--- config.mk ---
export PLATFORM = sky130hd
export DESIGN_NAME = contador_ctrl
export DESIGN_NICKNAME = d
export VERILOG_FILES = /design/src/rtl/contador_ctrl_pkg.sv /design/src/rtl/contador_en.sv /design/src/rtl/contador_ctrl.sv
export SDC_FILE = /design/constraint.sdc
export NUM_CORES = 1
export LEC_CHECK = 0
export BUFFER_PORTS_ARGS = -buffer_cell sky130_fd_sc_hd__buf_4
export CORE_ASPECT_RATIO = 1.25
export CORE_MARGIN = 5
export CORE_UTILIZATION = 35
export CTS_CLUSTER_SIZE = 30
export DETAILED_ROUTE_END_ITERATION = 16
export GPL_ROUTABILITY_DRIVEN = 1
export GPL_TIMING_DRIVEN = 1
export PLACE_DENSITY_LB_ADDON = 0.25
export SYNTH_ARGS = -nofsm -noshare
export SYNTH_HDL_FRONTEND = slang
export SYNTH_SLANG_ARGS = --single-unit
--- constraint.sdc ---
create_clock -name iClk -period 3.3 [get_ports iClk]
set_input_delay 0.66 -clock iClk [delete_from_list [all_inputs] [get_ports iClk]]
set_output_delay 0.66 -clock iClk [all_outputs]
set_load 0.05 [all_outputs]
--- src/rtl/contador_ctrl_pkg.sv ---
// Shared types for the counter run-control sequencer: FSM encoding, mode
// constants, command decode and the registered status flags.
package contador_ctrl_pkg;

   localparam int unsigned STATE_W = 2;
   localparam int unsigned CMD_W   = 2;

   typedef enum logic [STATE_W-1:0] {
      ST_IDLE  = 2'd0,
      ST_RUN   = 2'd1,
      ST_PAUSE = 2'd2,
      ST_DONE  = 2'd3
   } state_t;

   localparam logic MODE_ONESHOT  = 1'b0;
   localparam logic MODE_PERIODIC = 1'b1;

   typedef enum logic [CMD_W-1:0] {
      CMD_NONE  = 2'd0,
      CMD_STOP  = 2'd1,
      CMD_START = 2'd2,
      CMD_PAUSE = 2'd3
   } cmd_t;

   typedef struct packed {
      logic busy;
      logic paused;
      logic done;
      logic wrap;
   } status_t;

   // Resolve simultaneous controls: stop beats start beats pause.
   function automatic cmd_t decode_cmd(input logic stop, input logic start, input logic pause);
      cmd_t cmd;
      if (stop)
         cmd = CMD_STOP;
      else if (start)
         cmd = CMD_START;
      else if (pause)
         cmd = CMD_PAUSE;
      else
         cmd = CMD_NONE;
      return cmd;
   endfunction

   function automatic logic is_active(input state_t s);
      return (s == ST_RUN) || (s == ST_PAUSE);
   endfunction

endpackage

--- src/rtl/contador_en.sv ---
// WIDTH-bit up counter with synchronous clear (dominant) and count enable.
module contador_en #(
   parameter int unsigned WIDTH = 4
) (
   input  logic             iClk,
   input  logic             iRst_n,
   input  logic             iClr,
   input  logic             iEn,
   output logic [WIDTH-1:0] oCuenta
);

   logic [WIDTH-1:0] r_cuenta;

   always_ff @(posedge iClk or negedge iRst_n) begin
      if (!iRst_n)
         r_cuenta <= '0;
      else if (iClr)
         r_cuenta <= '0;
      else if (iEn)
         r_cuenta <= r_cuenta + WIDTH'(1);
   end

   assign oCuenta = r_cuenta;

endmodule

--- src/rtl/contador_ctrl.sv ---
// Run-control sequencer: start/stop/pause, prescaled count enable, terminal
// detection with one-shot or auto-reload operation around contador_en.
module contador_ctrl
   import contador_ctrl_pkg::*;
#(
   parameter int unsigned WIDTH    = 4,
   parameter int unsigned PRESCALE = 10,
   parameter int unsigned PRESC_W  = 4
) (
   input  logic             iClk,
   input  logic             iRst_n,
   input  logic             iStart,
   input  logic             iStop,
   input  logic             iPause,
   input  logic             iMode,
   input  logic [WIDTH-1:0] iTerminal,
   output logic [WIDTH-1:0] oCuenta,
   output logic             oBusy,
   output logic             oPaused,
   output logic             oDone,
   output logic             oWrap
);

   localparam logic [PRESC_W-1:0] PRESC_MAX = PRESC_W'(PRESCALE - 1);

   state_t             r_state;
   state_t             w_state_nxt;
   logic [PRESC_W-1:0] r_presc;
   logic [PRESC_W-1:0] w_presc_nxt;
   logic [WIDTH-1:0]   r_term;
   logic               r_mode;
   status_t            r_status;
   status_t            w_status_nxt;
   cmd_t               w_cmd;
   logic               w_clr;
   logic               w_en;
   logic               w_latch;
   logic               w_term_hit;
   logic [WIDTH-1:0]   w_cuenta;

   assign w_cmd      = decode_cmd(iStop, iStart, iPause);
   assign w_term_hit = (w_cuenta == r_term);

   // State register
   always_ff @(posedge iClk or negedge iRst_n) begin
      if (!iRst_n)
         r_state <= ST_IDLE;
      else
         r_state <= w_state_nxt;
   end

   // Next state, prescaler update, counter controls and next status flags
   always_comb begin
      w_state_nxt  = r_state;
      w_presc_nxt  = r_presc;
      w_clr        = 1'b0;
      w_en         = 1'b0;
      w_latch      = 1'b0;
      w_status_nxt = '0;

      case (w_cmd)
         CMD_STOP: begin
            w_state_nxt = ST_IDLE;
            w_presc_nxt = '0;
         end
         CMD_START: begin
            w_state_nxt = ST_RUN;
            w_presc_nxt = '0;
            w_clr       = 1'b1;
            w_latch     = 1'b1;
         end
         default: begin
            case (r_state)
               ST_RUN: begin
                  if (w_cmd == CMD_PAUSE) begin
                     w_state_nxt = ST_PAUSE;
                  end else if (r_presc == PRESC_MAX) begin
                     w_presc_nxt = '0;
                     if (!w_term_hit) begin
                        w_en = 1'b1;
                     end else if (r_mode == MODE_PERIODIC) begin
                        w_clr             = 1'b1;
                        w_status_nxt.wrap = 1'b1;
                     end else begin
                        // One-shot: count stays parked on the terminal value
                        w_state_nxt       = ST_DONE;
                        w_status_nxt.done = 1'b1;
                     end
                  end else begin
                     w_presc_nxt = r_presc + PRESC_W'(1);
                  end
               end
               ST_PAUSE: begin
                  if (w_cmd != CMD_PAUSE)
                     w_state_nxt = ST_RUN;
               end
               default: begin
               end
            endcase
         end
      endcase

      w_status_nxt.busy   = is_active(w_state_nxt);
      w_status_nxt.paused = (w_state_nxt == ST_PAUSE);
   end

   // Prescaler, latched run parameters and registered status
   always_ff @(posedge iClk or negedge iRst_n) begin
      if (!iRst_n) begin
         r_presc  <= '0;
         r_term   <= '1;
         r_mode   <= MODE_ONESHOT;
         r_status <= '0;
      end else begin
         r_presc  <= w_presc_nxt;
         r_status <= w_status_nxt;
         if (w_latch) begin
            r_term <= iTerminal;
            r_mode <= iMode;
         end
      end
   end

   contador_en #(
      .WIDTH (WIDTH)
   ) u_contador_en (
      .iClk    (iClk),
      .iRst_n  (iRst_n),
      .iClr    (w_clr),
      .iEn     (w_en),
      .oCuenta (w_cuenta)
   );

   assign oCuenta = w_cuenta;
   assign oBusy   = r_status.busy;
   assign oPaused = r_status.paused;
   assign oDone   = r_status.done;
   assign oWrap   = r_status.wrap;

endmodule

==> reports/summary.log <==
qor: outcome.outcome complete, no violations
qor: timing.setup_slack_after_layout 1.10 ns
qor: timing.timing.final.max_slew_violations 0
qor: critical_path.kind_of_end_point_of_the_critical_path register
qor: drt.drt-vias-per-instance 5.45
qor: drt.total_routed_length 2330 um
qor: final_layout.stdcell_area 1330 sq um
qor: global_route.use_met3 0.0211
qor: final_layout.fraction_of_layout_instances_using_a_drive_strength_above_1 0.256
qor: clocking.post_cts.repair.setup_buffers 0
qor: floorplanning.die-height 73.7 um
qor: logic_synthesis.synth_flop_cell sky130_fd_sc_hd__dfrtp_1
qor: placed_design.detailedPlace.worstSlack 0.807 ns
qor: placed_design.placedInstanceArea 1280 sq um
qor: logic_synthesis.share_of_flip_flops_with_an_asynchronous_set_or_reset_after_synthesis 1.00
qor: critical_path.worstPathRequired 3.47 ns
qor: final_layout.area_growth 17.2%
qor: final_layout.finalNonFillerCells 166
qor: flow_run.max_cap_viol_count 0
qor: placed_design.numPortBuffers 17
qor: drt.via_count 905
qor: pwr.design_power_total 0.575 mW
qor: logic_synthesis.synth-edff-count 0
qor: critical_path.crit_fanout 11
qor: logic_synthesis.synth_fp_nets 130
qor: logic_synthesis.yosys-top-cells-count 15 x sky130_fd_sc_hd__dfrtp_1, 9 x sky130_fd_sc_hd__a21oi_1, 9 x sky130_fd_sc_hd__inv_1, 8 x sky130_fd_sc_hd__ha_1, 8 x sky130_fd_sc_hd__nand3_1
qor: critical_path.cp-start-kind input port
qor: drt.dr.first_iter.drc_count 27
qor: critical_path.crit_type in2reg
qor: clocking.numCtsBuffers 3
qor: timing.timing.hold.ws 0.257 ns
qor: logic_synthesis.warnings_from_yosys 0
qor: logic_synthesis.post_synth_design_cell_area 1130 sq um
qor: critical_path.reg2reg_from u_contador_en.oCuenta[0]$_DFFE_PN0P_
qor: timing.post_route_clock_skew 0.00418 ns
qor: global_route.antenna_violations_before_repair 0
qor: drt.drc 0
qor: clocking.clock_latency_on_the_worst_skew_pair 0.26 ns
qor: logic_synthesis.number_of_register_bits_inferred_by_synthesis 19
qor: floorplanning.num_io_pins 18
qor: logic_synthesis.netlist_top_cells_area sky130_fd_sc_hd__dfrtp_1 33%, sky130_fd_sc_hd__dfstp_2 9.3%, sky130_fd_sc_hd__ha_1 8.8%
qor: floorplanning.dieArea 4490 sq um
qor: floorplanning.placement_row_count 23
qor: critical_path.rr_endpoint oBusy$_DFF_PN0_
qor: clocking.cts.root.buffer_cell sky130_fd_sc_hd__clkbuf_8
qor: critical_path.rr_worst_depth 6
qor: final_layout.layout.core_utilization 0.420
qor: clocking.cts-htree-levels 1
qor: placed_design.dp.cells 162
qor: logic_synthesis.synth.avg_cell_area 10.1 sq um
qor: drt.ant_nets 0
qor: global_route.gr-usage-met2 0.210
qor: global_route.grt_remaining_overflow 0
qor: logic_synthesis.ys_seq_area_frac 0.423
qor: hold_path.hold_path.class in2async
qor: floorplanning.core_area 3170 sq um
qor: timing.hold_viol 0
qor: timing.rsz0062_at_grt false
qor: timing.setup_violators_final 0
qor: logic_synthesis.share_of_the_synthesized_area_in_the_top_cell_type 0.331
qor: logic_synthesis.yosysMostFrequentCell sky130_fd_sc_hd__dfrtp_1
qor: timing.min_period 2.20 ns
qor: critical_path.timing.critical_path.arrival 2.37 ns
qor: pwr.p_leak 0.592 nW
qor: timing.timing.setup.tns 0 ns
qor: timing.timing.final.crit_share 0.668
qor: drt.routed_wire_length_per_instance 14.0 um
qor: logic_synthesis.synth_largest_area_cell sky130_fd_sc_hd__dfrtp_1
qor: drt.count_of_tritonroute_iterations_in_the_first_routing_pass 4
qor: timing.slew_headroom 0.758
qor: placed_design.finalWeightedCongestion 0.731
qor: final_layout.final_nets 148
qor: pwr.peak_supply_drop 0.000212 V
qor: logic_synthesis.synthesis.instances 112
qor: global_route.grt_pass1_wl 3900 um
qor: placed_design.detailed_place_hpwl 1800 um
qor: clocking.numClockSinks 19
qor: clocking.cts_tree yes
qor: final_layout.n_antenna_cell 0
qor: timing.max_freq 0.454 GHz
qor: clocking.post_cts_resized 0
qor: global_route.grt_pass1_vias 883
qor: global_route.global_route.usage.met1 0.129
qor: clocking.clk_pin_slew_worst_paths 0.07 ns
qor: global_route.globalRouteTotalUtil 0.118
qor: global_route.grt_start_max_net_pins 20
qor: logic_synthesis.post_synth_num_cell_types 36
qor: critical_path.r2r_slack 1.34 ns
qor: floorplanning.start_util 0.358
qor: global_route.grt-busiest-layer met2
qor: pwr.cellPowerDensity 432 nW/um^2
qor: timing.tightest_slew 0.363 ns
qor: clocking.hold_buffers 0
qor: floorplanning.die_w 60.9 um
qor: clocking.clockBufferDepth 2
[logic make-up after synthesis]
kind of cell | Yosys count | share of synthesized area
AOI/OAI and AO/OA | 25 | 0.144
and+or+nand+nor | 38 | 0.212
adders and majority gates | 8 | 0.0882
xor gates and xnor gates | 4 | 0.0309
buffers and inverters | 13 | 0.0518
muxes | 5 | 0.0496
DFF | 19 | 0.423
[layout by cell type (no fill, tap or decap)]
| master | Yosys | final |
|---|---|---|
| sky130_fd_sc_hd__or3_4 | 1 | 1 |
| sky130_fd_sc_hd__nand2_1 | 3 | 3 |
| sky130_fd_sc_hd__dfstp_2 | 4 | 4 |
| sky130_fd_sc_hd__ha_1 | 8 | 8 |
| sky130_fd_sc_hd__mux2_2 | 5 | 5 |
| sky130_fd_sc_hd__clkbuf_8 | 0 | 3 |
| sky130_fd_sc_hd__o311ai_1 | 1 | 1 |
| sky130_fd_sc_hd__dfrtp_1 | 15 | 15 |
| sky130_fd_sc_hd__nor3b_1 | 1 | 1 |
| sky130_fd_sc_hd__o31ai_1 | 4 | 4 |
| sky130_fd_sc_hd__nor4_1 | 2 | 2 |
| sky130_fd_sc_hd__and3_2 | 1 | 1 |
| sky130_fd_sc_hd__nor2b_1 | 2 | 2 |
| sky130_fd_sc_hd__nand3b_4 | 1 | 1 |
| sky130_fd_sc_hd__o21ai_0 | 3 | 3 |
| sky130_fd_sc_hd__clkinv_2 | 0 | 1 |
| sky130_fd_sc_hd__buf_4 | 0 | 17 |
| sky130_fd_sc_hd__nand4b_1 | 4 | 4 |
| sky130_fd_sc_hd__o211ai_1 | 1 | 1 |
| sky130_fd_sc_hd__nand2b_1 | 4 | 4 |
| sky130_fd_sc_hd__and4_1 | 1 | 1 |
| sky130_fd_sc_hd__xnor2_1 | 4 | 4 |
| sky130_fd_sc_hd__o22ai_1 | 1 | 1 |
| sky130_fd_sc_hd__a21oi_1 | 9 | 9 |
| sky130_fd_sc_hd__a22o_1 | 1 | 1 |
| sky130_fd_sc_hd__nand4_1 | 1 | 1 |
| sky130_fd_sc_hd__o32ai_1 | 1 | 1 |
| sky130_fd_sc_hd__or3_1 | 1 | 1 |
| sky130_fd_sc_hd__a21boi_0 | 1 | 1 |
| sky130_fd_sc_hd__nor2_1 | 6 | 6 |
| sky130_fd_sc_hd__inv_1 | 9 | 9 |
| sky130_fd_sc_hd__o31a_1 | 2 | 2 |
| sky130_fd_sc_hd__nand3_1 | 8 | 8 |
| sky130_fd_sc_hd__or2_1 | 1 | 1 |
| sky130_fd_sc_hd__a32oi_1 | 1 | 1 |
| sky130_fd_sc_hd__nand3b_1 | 1 | 1 |
[worst max-delay path by stage]
stage	startpoint	endpoint	slack (ns)	depth (start not counted)
after detailed placement	iStart	oBusy$_DFF_PN0_	0.81	9
after global routing	iStart	oBusy$_DFF_PN0_	0.94	9
final	iStart	oBusy$_DFF_PN0_	1.10	9
after global placement	iPause	oBusy$_DFF_PN0_	0.85	9
after CTS	iStart	oBusy$_DFF_PN0_	1.09	9
after floorplan	iStart	oBusy$_DFF_PN0_	1.01	9
[registers in the layout (all words and copies together), names as in the netlist]
signal                 count
oDone                      1
r_mode                     1
r_presc                    4
oWrap                      1
u_contador_en.oCuenta      4
r_term                     4
r_state                    2
oBusy                      1
oPaused                    1
[routing by layer]
metal,up-vias,share of wire
li1,437,-
met2,12,0.54
met1,451,0.40
met3,5,0.032
met4,0,0.020
met5,-,0
[where the power goes]
group          total (mW)  switching [mW]  internal [mW]
Clock               0.167          0.0826         0.0842
Sequential          0.286          0.0227          0.263
Combinational       0.122          0.0652         0.0571
Total               0.575           0.170          0.404
[worst max-delay path, cell delays in order]
cell and delay, ns:
sky130_fd_sc_hd__buf_4 0.08, sky130_fd_sc_hd__inv_1 0.03, sky130_fd_sc_hd__a21oi_1 0.19, sky130_fd_sc_hd__ha_1 0.39, sky130_fd_sc_hd__nor2b_1 0.28, sky130_fd_sc_hd__a21oi_1 0.11
sky130_fd_sc_hd__o31a_1 0.32, sky130_fd_sc_hd__ha_1 0.27, sky130_fd_sc_hd__inv_1 0.03
[cell type report]
type                    instances  area [sq um]
fillers                       310          1840
multi-input cells              80           596
flip-flops and latches         19           480
repair buffers                 17           128
well taps                      37          46.3
clock buffers                   3          41.3
inverters                       9          33.8
clock inverters                 1          5.00
Power figures use the tool's default switching activity.
